### config.mk
export PLATFORM = sky130hd
export DESIGN_NAME = serial_adder
export DESIGN_NICKNAME = d
export VERILOG_FILES = /design/src/rtl/serial_adder.sv
export SDC_FILE = /design/constraint.sdc
export NUM_CORES = 1
export LEC_CHECK = 0
export ABC_CLOCK_PERIOD_IN_PS = 3600
export CELL_PAD_IN_SITES_DETAIL_PLACEMENT = 1
export CELL_PAD_IN_SITES_GLOBAL_PLACEMENT = 1
export CORE_MARGIN = 4
export CORE_UTILIZATION = 46
export CTS_BUF_LIST = sky130_fd_sc_hd__clkbuf_4 sky130_fd_sc_hd__clkbuf_8
export DETAILED_ROUTE_END_ITERATION = 16
export GPL_ROUTABILITY_DRIVEN = 0
export HOLD_SLACK_MARGIN = 0.03
export PLACE_DENSITY = 0.95
export SETUP_SLACK_MARGIN = 0.5
export SYNTH_ARGS = -nofsm -noshare
export SYNTH_HDL_FRONTEND = slang
export SYNTH_SLANG_ARGS = --single-unit
### constraint.sdc
create_clock -name clk -period 3.6 [get_ports clk]
set_clock_uncertainty 0.1 [all_clocks]
set_input_delay 0.72 -clock clk [delete_from_list [all_inputs] [get_ports clk]]
set_output_delay 0.72 -clock clk [all_outputs]
set_load 0.02 [all_outputs]
### src/rtl/serial_adder.sv
// Bit-serial adder: one full_adder cell plus a registered carry,
// adding WIDTH-bit operands LSB first, one bit per clock.

module full_adder (
  input  logic a,
  input  logic b,
  input  logic ci,
  output logic s,
  output logic co
);

  assign s  = a ^ b ^ ci;
  assign co = (a & b) | (ci & (a ^ b));

endmodule

module serial_adder #(
  parameter int WIDTH = 8
) (
  input  logic             clk,
  input  logic             rst,
  input  logic             start,
  input  logic [WIDTH-1:0] a,
  input  logic [WIDTH-1:0] b,
  input  logic             cin,
  output logic             busy,
  output logic             done,
  output logic [WIDTH-1:0] sum,
  output logic             carry
);

  localparam int CW = $clog2(WIDTH);
  localparam logic [CW-1:0] LAST = CW'(WIDTH - 1);

  typedef enum logic [1:0] {
    IDLE,
    RUN,
    DONE
  } state_t;

  state_t           state;
  logic [WIDTH-1:0] sa;
  logic [WIDTH-1:0] sb;
  logic [WIDTH-1:0] ss;
  logic             cf;
  logic [CW-1:0]    cnt;
  logic             fs;
  logic             fc;
  logic [WIDTH-1:0] snext;

  full_adder u_fa (
    .a  (sa[0]),
    .b  (sb[0]),
    .ci (cf),
    .s  (fs),
    .co (fc)
  );

  // new sum bit enters at the MSB as the S register shifts right
  assign snext = {fs, ss[WIDTH-1:1]};

  // control FSM, datapath shift registers and registered outputs
  always_ff @(posedge clk or posedge rst) begin
    if (rst) begin
      state <= IDLE;
      sa    <= '0;
      sb    <= '0;
      ss    <= '0;
      cf    <= 1'b0;
      cnt   <= '0;
      busy  <= 1'b0;
      done  <= 1'b0;
      sum   <= '0;
      carry <= 1'b0;
    end else begin
      unique case (state)
        IDLE, DONE: begin
          done <= 1'b0;
          if (start) begin
            sa    <= a;
            sb    <= b;
            cf    <= cin;
            ss    <= '0;
            cnt   <= '0;
            busy  <= 1'b1;
            state <= RUN;
          end else begin
            busy  <= 1'b0;
            state <= IDLE;
          end
        end
        RUN: begin
          sa <= sa >> 1;
          sb <= sb >> 1;
          ss <= snext;
          cf <= fc;
          if (cnt == LAST) begin
            sum   <= snext;
            carry <= fc;
            busy  <= 1'b0;
            done  <= 1'b1;
            state <= DONE;
          end else begin
            cnt <= cnt + 1'b1;
          end
        end
        default: begin
          busy  <= 1'b0;
          done  <= 1'b0;
          state <= IDLE;
        end
      endcase
    end
  end

endmodule
==> run summary <==
outcome: finished, final reports clean
first-pass GRT wire length: 6900 µm
Leak: 0.00103 µW
R2R Path End: sum[1]$_DFFE_PP0P_
CTS tree: done
core area: 0.00347 mm²
Util after Layout: 61.7%
Post-Syn Nets: 166
total clock sinks: 39
H-tree Lvls: 2
Min-Delay Path Depth: 1
minimum clock period: 2.54 ns
HP Class: reg2reg
Syn. warnings: 0
placed cell count: 210
Async SR Flop Fraction: 100%
CP peak stage delay: 0.72 ns
CP bufs+invs: 1
total gr overflow: 0
Slew @ Worst Pin: 0.756 ns
fin. max-slew vios: 0
# Post-CTS Setup Buffers: 0
Final setup viols: 0
FF-to-FF Start: busy$_DFFE_PP0P_
Synth Flop Type: dfrtp_1
I/O Buffers: 30
slowest CP cell: clkdlybuf4s50_1
startpoint types: flop
Crit path arrival time: 1.72 ns
CP Capture Type: output pin
vias in the first global route: 1398
Num CTS Buffers: 5
maximum clock path buffer count: 2
WP data required: 2.78 ns
Cell variety after synth: 30
die width: 69.2 µm
leading cell type in the layout, fill and taps excluded: dfrtp_1
Vias: 1181
commonest non-fill, non-tap cells in the layout: 39 x dfrtp_1, 30 x clkdlybuf4s50_1, 15 x inv_1
Hold Fails Final Rpt: 0
synthesized cell area: 0.00172 mm²
worst setup path class: reg2out
clock slew at reported path FFs: 0.07 ns
worst relative slew slack: 49.6%
fmax: 394 MHz
register area share after synthesis: 56.7%
initial antenna violation count: 0
Setup Slack @ Placement: 1.09 ns
non-filler instance count after layout: 218
final setup margin: 1.06 ns
Max-Cap Viols: 0
R2R cell count: 3
layout cells sized above 1: 14.0%
hold worst-path end: cnt[0]$_DFFE_PP0P_
post-route antenna net violation count: 0
post-CTS sizing: 0
DR iter-0 viols: 62
period utilisation layout: 70.5%
final setup TNS: 0 ns
Die Span Y: 69.2 µm
Initial Util: 49.6%
Synth Register Bits: 39
largest net degree at the start of global routing: 21
PwrDens: 896 mW/mm²
RSZ-0062 raised after global routing: false
io pins: 31
family with the most delay on the worst path: buffers and inverters
nets@finish: 194
r2r setup slk: 1.62 ns
Post-Syn Instances: 143
worst vdd ir: 0.439 mV
Cell Chain, Critical Path: clkdlybuf4s50_1
Mapped Avg Cell Area: 12.0 µm²
Post-synth EDFFs: 0
Critical Path Start: busy$_DFFE_PP0P_
Ant. Diodes: 0
critical path fanouts, max: 19
Post-CTS Hold Buffers: 0
routed len/inst: 17.9 µm
die area: 0.00479 mm²
Root Buffer: clkbuf_8
gr usage total: 18.1%
FILL cells: 370
Worst-Skew Late Latency: 0.29 ns
routed wire length: 3910 µm
Synth-to-Final Area Change: 24.2%
vias per cell: 5.42
HPWL after detailed placement: 2770 µm
# DRC: 0
Rows: 21
Hold Crit Start: cnt[0]$_DFFE_PP0P_
first-pass iteration count of the detailed router: 4
==> cell usage after synthesis (all sizes together) (3+ instances only) <==
| master | count | area share (%) |
|---|---|---|
| a21oi | 13 | 3.8 |
| a22o | 7 | 3.6 |
| buf | 9 | 3.6 |
| dfrtp | 39 | 57 |
| inv | 15 | 3.3 |
| mux2 | 11 | 9.2 |
| mux2i | 3 | 1.7 |
| nand2 | 5 | 2.0 |
| nand3 | 6 | 1.7 |
| nor2 | 5 | 1.2 |
| o21ai | 3 | 0.87 |
| o22ai | 12 | 4.4 |
==> area by class of cell <==
| class | count | area, µm² | area share (%) |
|---|---|---|---|
| inverters | 15 | 56.3 | 2.63 |
| well taps | 46 | 57.6 | 2.69 |
| clock buffers | 6 | 82.6 | 3.86 |
| repair buffers | 31 | 308 | 14.4 |
| multi-input cells | 79 | 623 | 29.1 |
| clock inverters | 2 | 35.0 | 1.64 |
| flip-flops and latches | 39 | 976 | 45.6 |
==> logic make-up after synthesis <==
| kind of cell | count (synthesis) | share of synthesized area (%) |
|---|---|---|
| AOI/OAI and AO/OA | 40 | 15.0 |
| adders and majority gates | 3 | 2.62 |
| buffers and inverters | 25 | 7.12 |
| DFF | 39 | 56.7 |
| muxes | 14 | 10.9 |
| and+or+nand+nor | 22 | 7.63 |
==> state kept, by name, indices dropped and copies added (netlist names) <==
name,cells
state,1
done,1
ss,7
sa,8
cnt,3
sum,8
carry,1
busy,1
sb,8
cf,1
==> stage by stage <==
stage	area, µm²	total power (µW)	hold WS (ns)
detailed placement	2020	1550	0.394
floorplan	1720	1310	0.351
CTS	2140	1940	0.405
global placement	2020	1480	0.374
global route	2140	2060	0.429
finish	2140	1920	0.394
==> routing by layer <==
metal  wire length [µm]  global-route usage (%)
met1               1700                    22.3
met2               2000                    30.6
met3                118                    3.48
met4                 90                    7.81
met5                  0                       0
==> how the worst max path moves through the flow <==
stage,endpoint,slack (ns),cells past startpoint
6_report,busy,1.06,1
3_3_place_gp,sa[6]$_DFFE_PP0P_,1.19,4
3_5_place_dp,sb[5]$_DFFE_PP0P_,1.09,4
4_1_cts,busy,1.05,1
2_1_floorplan,busy$_DFFE_PP0P_,1.89,1
5_1_grt,busy,0.97,1
==> report_power, final <==
part	total (µW)	internal, µW	switching (µW)
clock	372	224	148
sequential	793	634	159
combinational	751	379	372
(Power assumes the default switching activity.)
